### src/rtl/vc_pkg.sv
// ============================================================================
//  Module      : vc_pkg
//  Description : Shared constants and FSM encoding for the VC schedulers.
//  Revision    : 1.0 - initial release
// ============================================================================
`default_nettype none

package vc_pkg;

    localparam int NUM_VC           = 4;
    localparam int c_default_weight = 1;

    typedef enum logic [2:0] {
        ST_IDLE  = 3'd0,
        ST_ARB   = 3'd1,
        ST_XFER  = 3'd2,
        ST_PAUSE = 3'd3,
        ST_ERROR = 3'd4
    } vc_state_t;

endpackage : vc_pkg

`default_nettype wire

### src/rtl/rr_pick.sv
// ============================================================================
//  Module      : rr_pick
//  Description : Rotating-priority finder; first requester after i_ptr wins.
//  Revision    : 1.0 - initial release
// ============================================================================
`default_nettype none

module rr_pick
    import vc_pkg::*;
(
    input  logic [NUM_VC-1:0] i_req,
    input  logic [1:0]        i_ptr,
    output logic [1:0]        o_winner,
    output logic              o_found
);

    // Scan farthest-first so the nearest requester (ptr+1) overwrites last.
    always_comb begin
        o_winner = i_ptr;
        o_found  = 1'b0;
        for (int k = NUM_VC; k >= 1; k--) begin
            if (i_req[i_ptr + 2'(k)]) begin
                o_winner = i_ptr + 2'(k);
                o_found  = 1'b1;
            end
        end
    end

endmodule : rr_pick

`default_nettype wire

### src/rtl/vc_arbiter.sv
// ============================================================================
//  Module      : vc_arbiter
//  Description : Weighted round-robin drain of four VC FIFOs into one link.
//  Revision    : 1.0 - initial release
// ============================================================================
`default_nettype none

module vc_arbiter
    import vc_pkg::*;
#(
    parameter int DATA_W = 10,
    parameter int WGT_W  = 3
) (
    input  logic                     clk,
    input  logic                     reset,
    input  logic                     init,
    input  logic [NUM_VC*WGT_W-1:0]  cfg_weight,
    input  logic                     enable,
    input  logic [NUM_VC-1:0]        fifo_empty,
    input  logic [NUM_VC*DATA_W-1:0] fifo_data,
    input  logic                     out_pause,
    input  logic                     out_full,
    output logic [NUM_VC-1:0]        pop,
    output logic                     out_push,
    output logic [DATA_W-1:0]        out_data,
    output logic [1:0]               grant_id,
    output logic                     busy,
    output logic                     error
);

    localparam logic [WGT_W-1:0] c_wgt_default = WGT_W'(c_default_weight);
    localparam logic [WGT_W-1:0] c_wgt_one     = WGT_W'(1);

    vc_state_t          r_state;
    logic [1:0]         r_grant;
    logic [1:0]         r_grant_d;
    logic [1:0]         r_ptr;
    logic [WGT_W-1:0]   r_credit;
    logic [WGT_W-1:0]   r_weight [NUM_VC];
    logic               r_out_push;
    logic [DATA_W-1:0]  r_out_hold;
    logic               r_error;

    logic [DATA_W-1:0]  w_fifo_word [NUM_VC];
    logic [WGT_W-1:0]   w_cfg_wgt   [NUM_VC];
    logic [NUM_VC-1:0]  w_req;
    logic [1:0]         w_pick;
    logic               w_found;
    logic               w_overflow;
    logic               w_gnt_empty;
    logic               w_pop_ok;
    logic [WGT_W-1:0]   w_credit_inc;
    logic               w_burst_done;
    logic [DATA_W-1:0]  w_out_data;

    for (genvar gi = 0; gi < NUM_VC; gi++) begin : g_vc
        assign w_fifo_word[gi] = fifo_data[gi*DATA_W +: DATA_W];
        assign w_cfg_wgt[gi]   = (cfg_weight[gi*WGT_W +: WGT_W] == '0)
                               ? c_wgt_one : cfg_weight[gi*WGT_W +: WGT_W];
    end

    assign w_req = ~fifo_empty;

    rr_pick u_rr_pick (
        .i_req    (w_req),
        .i_ptr    (r_ptr),
        .o_winner (w_pick),
        .o_found  (w_found)
    );

    assign w_overflow   = r_out_push && out_full;
    assign w_gnt_empty  = fifo_empty[r_grant];
    // Reset, init and a fresh overflow all suppress the pop in their own cycle.
    assign w_pop_ok     = (r_state == ST_XFER) && !reset && !init && !w_overflow
                       && !w_gnt_empty && !out_pause && enable;
    assign pop          = w_pop_ok ? (NUM_VC'(1) << r_grant) : '0;
    assign w_credit_inc = r_credit + c_wgt_one;
    assign w_burst_done = (w_credit_inc == r_weight[r_grant]);

    // The FIFO word lands the cycle after the pop, in step with out_push;
    // the holding register keeps the last word visible between pushes.
    assign w_out_data = r_out_push ? w_fifo_word[r_grant_d] : r_out_hold;

    assign out_push = r_out_push;
    assign out_data = w_out_data;
    assign grant_id = r_grant;
    assign error    = r_error;
    assign busy     = (r_state == ST_ARB) || (r_state == ST_XFER) || (r_state == ST_PAUSE);

    always_ff @(posedge clk) begin
        if (reset) begin
            r_state    <= ST_IDLE;
            r_grant    <= 2'd0;
            r_grant_d  <= 2'd0;
            r_ptr      <= 2'd3;
            r_credit   <= '0;
            r_out_push <= 1'b0;
            r_out_hold <= '0;
            r_error    <= 1'b0;
            for (int i = 0; i < NUM_VC; i++) begin
                r_weight[i] <= c_wgt_default;
            end
        end else begin
            r_grant_d  <= r_grant;
            r_out_push <= |pop;
            r_out_hold <= w_out_data;
            if (w_overflow) begin
                r_error <= 1'b1;
            end
            if (init) begin
                r_credit <= '0;
                r_ptr    <= 2'd3;
                for (int i = 0; i < NUM_VC; i++) begin
                    r_weight[i] <= w_cfg_wgt[i];
                end
            end

            // Overflow is terminal: only reset leaves ERROR, init does not.
            if (w_overflow || (r_state == ST_ERROR)) begin
                r_state <= ST_ERROR;
            end else if (init) begin
                r_state <= ST_IDLE;
            end else begin
                case (r_state)
                    ST_IDLE: begin
                        if (enable && (|w_req)) begin
                            r_state <= ST_ARB;
                        end
                    end
                    ST_ARB: begin
                        if (enable && w_found) begin
                            r_grant  <= w_pick;
                            r_credit <= '0;
                            r_state  <= ST_XFER;
                        end else begin
                            r_state <= ST_IDLE;
                        end
                    end
                    ST_XFER: begin
                        if (out_pause) begin
                            r_state <= ST_PAUSE;
                        end else begin
                            if (|pop) begin
                                r_credit <= w_credit_inc;
                            end
                            if (((|pop) && w_burst_done) || w_gnt_empty || !enable) begin
                                r_ptr   <= r_grant;
                                r_state <= ST_ARB;
                            end
                        end
                    end
                    ST_PAUSE: begin
                        if (!out_pause) begin
                            if (!w_gnt_empty) begin
                                r_state <= ST_XFER;
                            end else begin
                                r_ptr   <= r_grant;
                                r_state <= ST_ARB;
                            end
                        end
                    end
                    default: begin
                        r_state <= ST_IDLE;
                    end
                endcase
            end
        end
    end

endmodule : vc_arbiter

`default_nettype wire
### config.mk
export PLATFORM = sky130hd
export DESIGN_NAME = vc_arbiter
export DESIGN_NICKNAME = d
export VERILOG_FILES = /design/src/rtl/vc_pkg.sv /design/src/rtl/rr_pick.sv /design/src/rtl/vc_arbiter.sv
export SDC_FILE = /design/constraint.sdc
export NUM_CORES = 1
export LEC_CHECK = 0
export CAP_MARGIN = 40
export CORE_UTILIZATION = 36
export CTS_CLUSTER_DIAMETER = 30
export DETAILED_ROUTE_END_ITERATION = 8
export PLACE_DENSITY_LB_ADDON = 0.12
export SYNTH_ARGS = -nofsm -noshare
export SYNTH_HDL_FRONTEND = slang
export SYNTH_SLANG_ARGS = --single-unit
### constraint.sdc
create_clock -name clk -period 2.7 [get_ports clk]
set_input_delay 0.27 -clock clk [delete_from_list [all_inputs] [get_ports clk]]
set_output_delay 0.27 -clock clk [all_outputs]
set_load 0.005 [all_outputs]
==> Word-level counts from Yosys, hierarchy flattened <==
Memory sizes are Yosys's and may differ from the RTL's. A register that Yosys moved wholly into a read port is not among the register bits.
Cells that the tools add are included.
{ "word_totals": {"mem_count": 1, "output_inout_bits": 19, "register_bits": 24, "ramBits": 12} }
{ "op_classes": {"magnitude_cmp": 6, "add_sub_neg": 4, "bitwise": 8, "reduce_logical": 32, "n_eq_ne": 11, "muxes": 61, "n_shift": 1} }
{ "memory_table": {"columns": ["memory", "depth", "word_bits", "rd", "rd_clocked_by_memory_dff", "write_ports", "line_no", "source"], "rows": [
  ["r_weight", 4, 3, 1, 1, 4, "vc_arbiter.sv:39", "logic [WGT_W-1:0] r_weight [NUM_VC];"]
]} }
{ "ops": {"columns": ["cell", "count"], "rows": [
  ["3-bit 2-to-1 mux", 20],
  ["10-bit 2-to-1 mux", 3],
  ["2-bit 2-to-1 mux", 14],
  ["10-bit binary-select mux with 2-bit select", 1],
  ["3-bit zero test", 5],
  ["2-bit by 3-bit < comparator with 1-bit output (second input constant)", 5],
  ["1-bit 2-to-1 mux", 14],
  ["3-bit one-hot mux with 4 select lines", 1],
  ["1-bit binary-select mux with 2-bit select", 5],
  ["1-bit logical AND", 10],
  ["4-bit OR reduction", 2],
  ["3-bit by 2-bit == test with 1-bit output (second input constant)", 2],
  ["1-bit zero test", 6],
  ["3-bit one-hot mux with 2 select lines", 1],
  ["3-bit AND reduction", 2],
  ["1-bit logical OR", 5],
  ["5-bit by 3-bit != test with 1-bit output (second input constant)", 1],
  ["2-bit adder (second input constant)", 2],
  ["4-bit 2-to-1 mux", 1],
  ["2-bit != test (second input constant)", 2],
  ["4-bit by 3-bit != test with 1-bit output (second input constant)", 1],
  ["4-bit != test (second input constant)", 1],
  ["4-bit inverter", 1],
  ["1-bit bitwise OR", 4],
  ["13 further kinds", 14]
]} }

==> Longest topological paths before layout <==
Gate-level depths: netlist of the first run.
{ "logic_depth": {"ltp_word": 17, "mapped_depth": 8} }

==> Modules after synthesis <==
From an unflattened synthesis of the first run, not the netlist that was laid out.
{ "unflattened": {"cells_unflattened": 214, "area_unflattened_um2": 2227.1} }
{ "modules_own_cells": {"columns": ["module", "cells_each", "seq_area_each_um2", "n_inst", "area_per_inst_um2"], "rows": [
  ["vc_arbiter", 200, 880.8, 1, 2144.6],
  ["rr_pick", 14, 0.0, 1, 82.6]
]} }

==> Worst setup path after synthesis of the first run <==
Ideal clock, no wire load.
{ "synth_timing": {"kind": "register -> register", "from": "register r_state[0]", "to": "register r_state[1]", "arrival_ps": 1733, "required_ps": 2584, "synth_period_minus_slack_ps": 1849, "path_slack_ps": 851, "path_stages_with_launch": 8, "setup_ps": 116, "cell_sequence": "dfxtp_1 > buf_6 > or3b_4 > nor4_2 > nand2_2 > a211oi_4 > nor4b_2 > o211a_1"} }
{ "synth_via": {"elab_chain_len": 14, "word_cells_on_any_way": 23, "cone_classes": "eq/ne (7); mux (2); reduce/logical (14)"} }
{ "synth_rtl": {"columns": ["item", "line_no", "source"], "rows": [
  ["from (decl)", "vc_arbiter.sv:34", "vc_state_t r_state;"],
  ["from (signal assigned)", "vc_arbiter.sv:92", "r_state <= ST_IDLE;"],
  ["from (signal assigned)", "vc_arbiter.sv:120", "r_state <= ST_ERROR;"],
  ["from (signal assigned)", "vc_arbiter.sv:122", "r_state <= ST_IDLE;"],
  ["3-bit by 2-bit == test with 1-bit output", "vc_arbiter.sv:74, vc_arbiter.sv:124", null],
  ["1-bit logical AND (3 in a row)", "vc_arbiter.sv:74", "assign w_pop_ok = (r_state == ST_XFER) && !reset && !init && !w_overflow"],
  ["1-bit logical AND (3 in a row)", "vc_arbiter.sv:75", "&& !w_gnt_empty && !out_pause && enable;"],
  ["4-bit 2-to-1 mux", "vc_arbiter.sv:76", "assign pop = w_pop_ok ? (NUM_VC'(1) << r_grant) : '0;"],
  ["4-bit OR reduction", "vc_arbiter.sv:146", "if (((|pop) && w_burst_done) || w_gnt_empty || !enable) begin"],
  ["1-bit logical AND", "vc_arbiter.sv:146", null],
  ["1-bit logical OR (2 in a row)", "vc_arbiter.sv:146", null],
  ["3-bit by 2-bit != test with 1-bit output (no source line)", null, null],
  ["3-bit AND reduction (no source line)", null, null]
]} }
Several ways; a longest one is shown, not always the timed one.
A chain may end at the register's enable or synchronous reset.

==> Worst setup path in the final report of the first run <==
{ "layout_timing": {"from": "register r_grant[1], in the netlist grant_id[1]", "to": "output port pop[3]"} }
{ "layout_via": {"elab_chain_len": 7, "word_cells_on_any_way": 8, "cone_classes": "shift (1); mux (3); reduce/logical (4)"} }
{ "layout_rtl": {"columns": ["item", "line_no", "source"], "rows": [
  ["from (decl)", "vc_arbiter.sv:35", "logic [1:0] r_grant;"],
  ["from (signal assigned)", "vc_arbiter.sv:132", "r_grant <= w_pick;"],
  ["1-bit binary-select mux with 2-bit select", "vc_arbiter.sv:72", "assign w_gnt_empty = fifo_empty[r_grant];"],
  ["1-bit 2-to-1 mux (implied by the code)", "vc_arbiter.sv:72", null],
  ["1-bit zero test", null, null],
  ["1-bit logical AND (3 in a row)", "vc_arbiter.sv:75", null],
  ["4-bit 2-to-1 mux *", "vc_arbiter.sv:76", null],
  ["to (decl)", "vc_arbiter.sv:23", "output logic [NUM_VC-1:0] pop,"]
]} }
Mark *: on every way between the ends. The rest lies on a longest branch, timed or not. The select of a mux whose other input is x is not followed.

==> impl_metrics.env, run 1 <==
export IMPL_syn_nets=282
export IMPL_insertion_delay_ns=0.29
export IMPL_dp_hpwl_mm=4.44
export IMPL_coreArea_mm2=0.00592
export IMPL_grt_overflow=0
export IMPL_place_congestion=0.871
export IMPL_p_comb_share_pct=13.8
export IMPL_setup_tns_ns=0
export IMPL_worst_slew_margin_rel_pct=70.4
export IMPL_die_y_um=80.6
export IMPL_clock_sinks=38
export IMPL_seqPwrFrac_pct=44.7
export IMPL_p_sw_mw=0.276
export IMPL_vdd_drop_max_mv=0.218
export IMPL_drt_iter0_markers=69
export IMPL_drive_gt1_share_pct=18.2
export IMPL_clk_pin_slew_ns=0.08
export IMPL_antenna_found_initial=0
export IMPL_grt_max_degree=22
export IMPL_synthFlopType="dfxtp_1"
export IMPL_fmax_mhz=388
export IMPL_worstSetupPathType="reg -> out"
export IMPL_syn_area_mm2=0.00222
export IMPL_power_density_mw_per_mm2=414
export IMPL_max_cap_violations=0
export IMPL_rsz0062_at_grt="no"
export IMPL_ios=81
export IMPL_leakagePower_nw=1.19
export IMPL_portBuffers=80
export IMPL_num_antenna_cells=0
export IMPL_skew_ns=0.00966
export IMPL_internal_power_mw=1.09
export IMPL_cp_arrival_ns=2.31
export IMPL_grt_util_all_layers_pct=18.3
export IMPL_cts_max_level=2
export IMPL_clkPwrFrac_pct=41.6
export IMPL_wl_mm=5.67
export IMPL_hp_class="reg -> reg"
export IMPL_netlist_area_leader_share_pct=23.4
export IMPL_synth_area_leader_cell="dfxtp_1"
export IMPL_end_kind="output port"
export IMPL_tightestPinTransition_ns=0.443
export IMPL_cts_made_buffers=5
export IMPL_die_w_um=80.6
export IMPL_start_kind="flop"
export IMPL_wire_per_inst_um=14.8
export IMPL_num_rows=28
export IMPL_async_flop_share_pct=0
export IMPL_netSwitchingFraction_pct=20.2
export IMPL_finalCriticalPeriod_ns=2.58
export IMPL_outcome="complete, no violations"
export IMPL_num_vias=1913
export IMPL_cts_hold_buf=0
export IMPL_synth_edf_count=12
export IMPL_hold_violations=0
export IMPL_period_share_pct=95.5
export IMPL_start_util_pct=37.5
export IMPL_seq_area_frac_synth_pct=39.6
export IMPL_postLayoutCoreUtil_pct=55.9
export IMPL_clk_path_buf_depth=2
export IMPL_ys_ff_latch=38
export IMPL_cts_tree="built"
export IMPL_synthDistinctLibCells=50
export IMPL_grt_pass1_vias=1843
export IMPL_synthCells=219
export IMPL_finalSetupViolCount=0
export IMPL_crit_required_ns=2.43
export IMPL_avgSynthCellArea_um2=10.1
export IMPL_vias_per_cell=4.99
export IMPL_drt_pass1_iterations=4
export IMPL_synth_area_leaders="dfxtp_1 (23%), edfxtp_1 (16%), mux4_2 (11%), mux2_2 (5.6%), nor2b_1 (4.2%)"
export IMPL_grt_pass1_wl_mm=8.90
export IMPL_root_buffer="clkbuf_8"
export IMPL_die_area_mm2=0.00649
export IMPL_path_max_fanout=7
export IMPL_ys_warn_count=0
export IMPL_drcViolationCount=0
export IMPL_nNetsFinal=370
export IMPL_drv_slew=0
export IMPL_areaGrowthSynthToFinish_pct=49.0
export IMPL_drtAntennaViolNets=0
-- layout by cell type, fill, tap and decap left out, drive strengths merged, types with 2 or more instances in the layout --
cell	Yosys	final
o21ai	10	10
nand2	13	13
a31oi	2	2
a211oi	6	6
xnor2	3	3
buf	5	12
or4	2	2
mux2i	6	6
inv	6	6
nand2b	6	6
or2b	2	2
clkdlybuf4s50	0	80
o2bb2ai	2	2
a21oi	11	11
mux4	11	11
nor2	22	22
or3	6	6
dfxtp	26	26
or2	2	2
edfxtp	12	12
and2	11	11
mux2	11	11
nor2b	15	15
or3b	2	2
nor3	4	4
clkbuf	6	5
bufinv	0	2
-- final timing paths --
kind | start | to | slack [ns] | cells after the start
worst max register to register | grant_id[1] | r_state[1] | 0.63 | 7
worst min-delay path | error | error | 0.49 | 2
worst min register to register | error | error | 0.49 | 2
worst max-delay path | grant_id[1] | pop[3] | 0.12 | 7
-- registers in the layout (all words and copies together) (netlist names), named ones only --
signal	flops
out_push	1
r_out_hold	10
error	1
r_ptr	2
grant_id	2
r_grant_d	2
r_state	3
r_weight	12
r_credit	3
-- power by group through the flow --
stage	logic, mW	clock network [mW]	registers (mW)
after global routing	0.205	0.609	0.614
after CTS	0.190	0.581	0.615
after floorplan	0.0746	0	0.623
after global placement	0.186	0	0.628
after detailed placement	0.189	0	0.628
final	0.188	0.570	0.612
-- kinds of logic after synthesis --
| logic type | Yosys count | share of synthesized area (%) |
|---|---|---|
| XOR/XNOR | 4 | 1.58 |
| AND/OR/NAND/NOR | 88 | 22.0 |
| buffers and inverters | 17 | 3.38 |
| adder cells (fa/ha/maj) | 1 | 0.563 |
| flip-flops | 38 | 39.6 |
| multiplexers | 28 | 19.4 |
| AO/OA/AOI/OAI | 43 | 13.4 |
-- through the flow --
step | setup slack, ns | total power [mW] | hold WS, ns | cells | area [um^2]
floorplan | 0.851 | 0.698 | 0.425 | 219 | 2220
global placement | 0.180 | 0.814 | 0.452 | 374 | 3150
detailed placement | 0.122 | 0.817 | 0.484 | 374 | 3150
CTS | 0.00202 | 1.39 | 0.498 | 382 | 3280
global route | 0.00303 | 1.43 | 0.561 | 383 | 3310
finish | 0.123 | 1.37 | 0.494 | 383 | 3310
-- layout make-up --
type,instances,area [um^2]
repair buffers,92,891
inverters,6,25.0
clock buffers,5,68.8
multi-input cells,164,1270
well taps,75,93.8
fillers,552,2610
clock inverters,3,63.8
flip-flops and latches,38,893
-- synth_stat cells, drive strengths merged, types with 10 or more instances --
master and n:
mux2 11, a21oi 11, and2 11, mux4 11, o21ai 10, nor2 22, nand2 13, dfxtp 26
nor2b 15, edfxtp 12
-- worst max-delay path, cell delays in order (launching register included) --
cell and delay [ns]:
dfxtp_4 0.40, mux2_2 0.38, a2bb2o_2 0.30, nand2_2 0.13, inv_4 0.10, nand2_1 0.08, nor2_1 0.12, clkdlybuf4s50_1 0.51
-- per-layer routing --
layer / wire (um) / track usage, %
met1: 2380 / 23.2
met2: 2580 / 30.5
met3: 652 / 5.23
met4: 59 / 4.29
met5: 0 / 0
-- timing repair --
action | 4_1_cts | 5_1_grt
resized for setup | 1 | 8
pin swaps | 0 | 2
endpoints found under the setup margin | 2 | 4
buffers inserted | 0 | 1
Power figures use the tool's default switching activity.
==> run 2: changes to the inputs <==
--- a/config.mk
+++ b/config.mk
@@ -5,7 +5,7 @@
 export SDC_FILE = /design/constraint.sdc
 export NUM_CORES = 1
 export LEC_CHECK = 0
-export CAP_MARGIN = 40
+export CAP_MARGIN = 20
 export CORE_UTILIZATION = 36
 export CTS_CLUSTER_DIAMETER = 30
 export DETAILED_ROUTE_END_ITERATION = 8
==> results of run 2 <==
Final layout, timing and power as in run 1 (identical DEF).
==> run 3: changes to the inputs <==
--- a/config.mk
+++ b/config.mk
@@ -5,11 +5,10 @@
 export SDC_FILE = /design/constraint.sdc
 export NUM_CORES = 1
 export LEC_CHECK = 0
-export CAP_MARGIN = 20
 export CORE_UTILIZATION = 36
 export CTS_CLUSTER_DIAMETER = 30
 export DETAILED_ROUTE_END_ITERATION = 8
-export PLACE_DENSITY_LB_ADDON = 0.12
+export PLACE_DENSITY = 0.76
 export SYNTH_ARGS = -nofsm -noshare
 export SYNTH_HDL_FRONTEND = slang
 export SYNTH_SLANG_ARGS = --single-unit
==> run 3 against run 2 <==
Power is 3.0% lower. Critical path type unchanged. Largest power group unchanged. Sequential share of layout area is 0.13 points lower. Final cell count stayed put. Utilization is 0.36 points lower.
==> impl_metrics.env, run 3 (synthesis gave the netlist of run 1 again) <==
export IMPL_setup_tns_ns=0
export IMPL_cts_made_buffers=5
export IMPL_max_stage_delay_ns=0.55
export IMPL_slowest_stage="clkdlybuf4s50_1"
export IMPL_hp_class="reg -> reg"
export IMPL_start_util_pct=37.5
export IMPL_antenna_found_initial=0
export IMPL_fmax_mhz=378
export IMPL_drcViolationCount=0
export IMPL_place_congestion=0.862
export IMPL_worstSetupPathType="reg -> out"
export IMPL_crit_required_ns=2.43
export IMPL_grt_overflow=0
export IMPL_drtAntennaViolNets=0
export IMPL_worst_slew_margin_rel_pct=68.1
export IMPL_path_buf_inv=2
export IMPL_clock_sinks=38
export IMPL_die_w_um=80.6
export IMPL_postLayoutCoreUtil_pct=55.6
export IMPL_outcome="complete, no violations"
export IMPL_die_area_mm2=0.00649
export IMPL_wl_mm=5.73
export IMPL_areaGrowthSynthToFinish_pct=48.0
export IMPL_grt_util_all_layers_pct=17.8
export IMPL_num_rows=28
export IMPL_wire_per_inst_um=15.0
export IMPL_max_cap_violations=0
export IMPL_start_kind="flop"
export IMPL_num_vias=1962
export IMPL_portBuffers=80
export IMPL_skew_ns=0.00697
export IMPL_drt_pass1_iterations=4
export IMPL_nNetsFinal=370
export IMPL_grt_pass1_wl_mm=8.80
export IMPL_final_cell_mix="clkdlybuf4s50_1 (80), dfxtp_1 (24), nor2_1 (22)"
export IMPL_cp_top_family="simple AND/OR/NAND/NOR gates"
export IMPL_num_antenna_cells=0
export IMPL_coreArea_mm2=0.00592
export IMPL_hold_violations=0
export IMPL_cts_tree="built"
export IMPL_path_max_fanout=7
export IMPL_cts_max_level=2
export IMPL_finalSetupViolCount=0
export IMPL_die_y_um=80.6
export IMPL_crit_chain="or3b_4, nor4_2, nand2_2, buf_4, nor3_1, clkdlybuf4s50_1"
export IMPL_reg_top3="r_weight (12), r_out_hold (10)"
export IMPL_hold_ws_ns=0.495
export IMPL_dp_hpwl_mm=4.49
export IMPL_power_density_mw_per_mm2=404
export IMPL_end_kind="output port"
export IMPL_insertion_delay_ns=0.29
export IMPL_regMostFlops="r_weight"
export IMPL_rsz0062_at_grt="yes"
export IMPL_grt_max_degree=22
export IMPL_drt_iter0_markers=61
export IMPL_vdd_drop_max_mv=0.274
export IMPL_clk_pin_slew_ns=0.08
export IMPL_vias_per_cell=5.12
export IMPL_leakagePower_nw=1.19
export IMPL_tightestPinTransition_ns=0.478
export IMPL_ios=81
export IMPL_root_buffer="clkbuf_8"
export IMPL_cp_arrival_ns=2.37
export IMPL_clk_path_buf_depth=2
export IMPL_grt_pass1_vias=1920
export IMPL_final_common_cell="clkdlybuf4s50_1"
export IMPL_power_total_mw=1.33
export IMPL_finalCriticalPeriod_ns=2.64
export IMPL_period_share_pct=97.9
export IMPL_drive_gt1_share_pct=17.9
export IMPL_drv_slew=0
export IMPL_largest_reg_flops=12
[run 3: cell types whose count changed in the layout (fill, tap and decap cells not counted), sizes merged]
cell / delta
clkinv: -1
clkbuf: +3
bufinv: -2
[run 3: area by class of cell]
cell class                 count  area (um^2)
timing repair buffer          92          891
clock buffer                   8          133
inverter                       6         22.5
fill                         519         2630
multi-input combinational    164         1270
tap                           75         93.8
sequential                    38          883
[run 3: repair_timing]
item	in CTS	in global routing
hold buffers	0	0
pin swaps	0	1
gates resized for setup	1	1
buffers inserted	0	2
setup endpoints to repair	2	2
cloned	0	0
[run 3: power breakdown]
part           leakage [nW]  internal, mW  switching (mW)  total [mW]
logic                 0.787         0.125          0.0638       0.189
registers             0.334         0.606         0.00886       0.615
clock network        0.0678         0.320           0.205       0.525
[run 3: layer usage]
metal	vias to the layer above	global-route usage [%]	share of wire (%)
met2	96	31.0	46
met3	8	6.48	13
met5	-	0	0
met1	893	20.4	41
li1	965	-	-
met4	0	5.00	1.2
[run 3: worst paths after layout]
| path | to | cells past startpoint | slack [ns] | from |
|---|---|---|---|---|
| max | pop[2] | 6 | 0.06 | r_state[1] |
| min | error | 2 | 0.50 | error |
| max reg2reg | r_state[1] | 7 | 0.67 | r_state[1] |
| min reg2reg | error | 2 | 0.50 | error |
[run 3: per-stage QoR]
stage	area [um^2]	std cells	setup WS [ns]
after floorplan	2220	219	0.851
after global placement	3140	373	0.129
after detailed placement	3140	373	0.0624
after CTS	3270	381	0.0101
after global routing	3290	383	-0.0146
final	3290	383	0.0568
[run 3: worst register-to-register path: stages (launching register included)]
cell,delay (ns)
dfxtp_2,0.37
or3b_4,0.41
nor4_2,0.28
nand2_2,0.12
buf_4,0.16
a211oi_4,0.27
nor4b_2,0.10
o211a_1,0.22
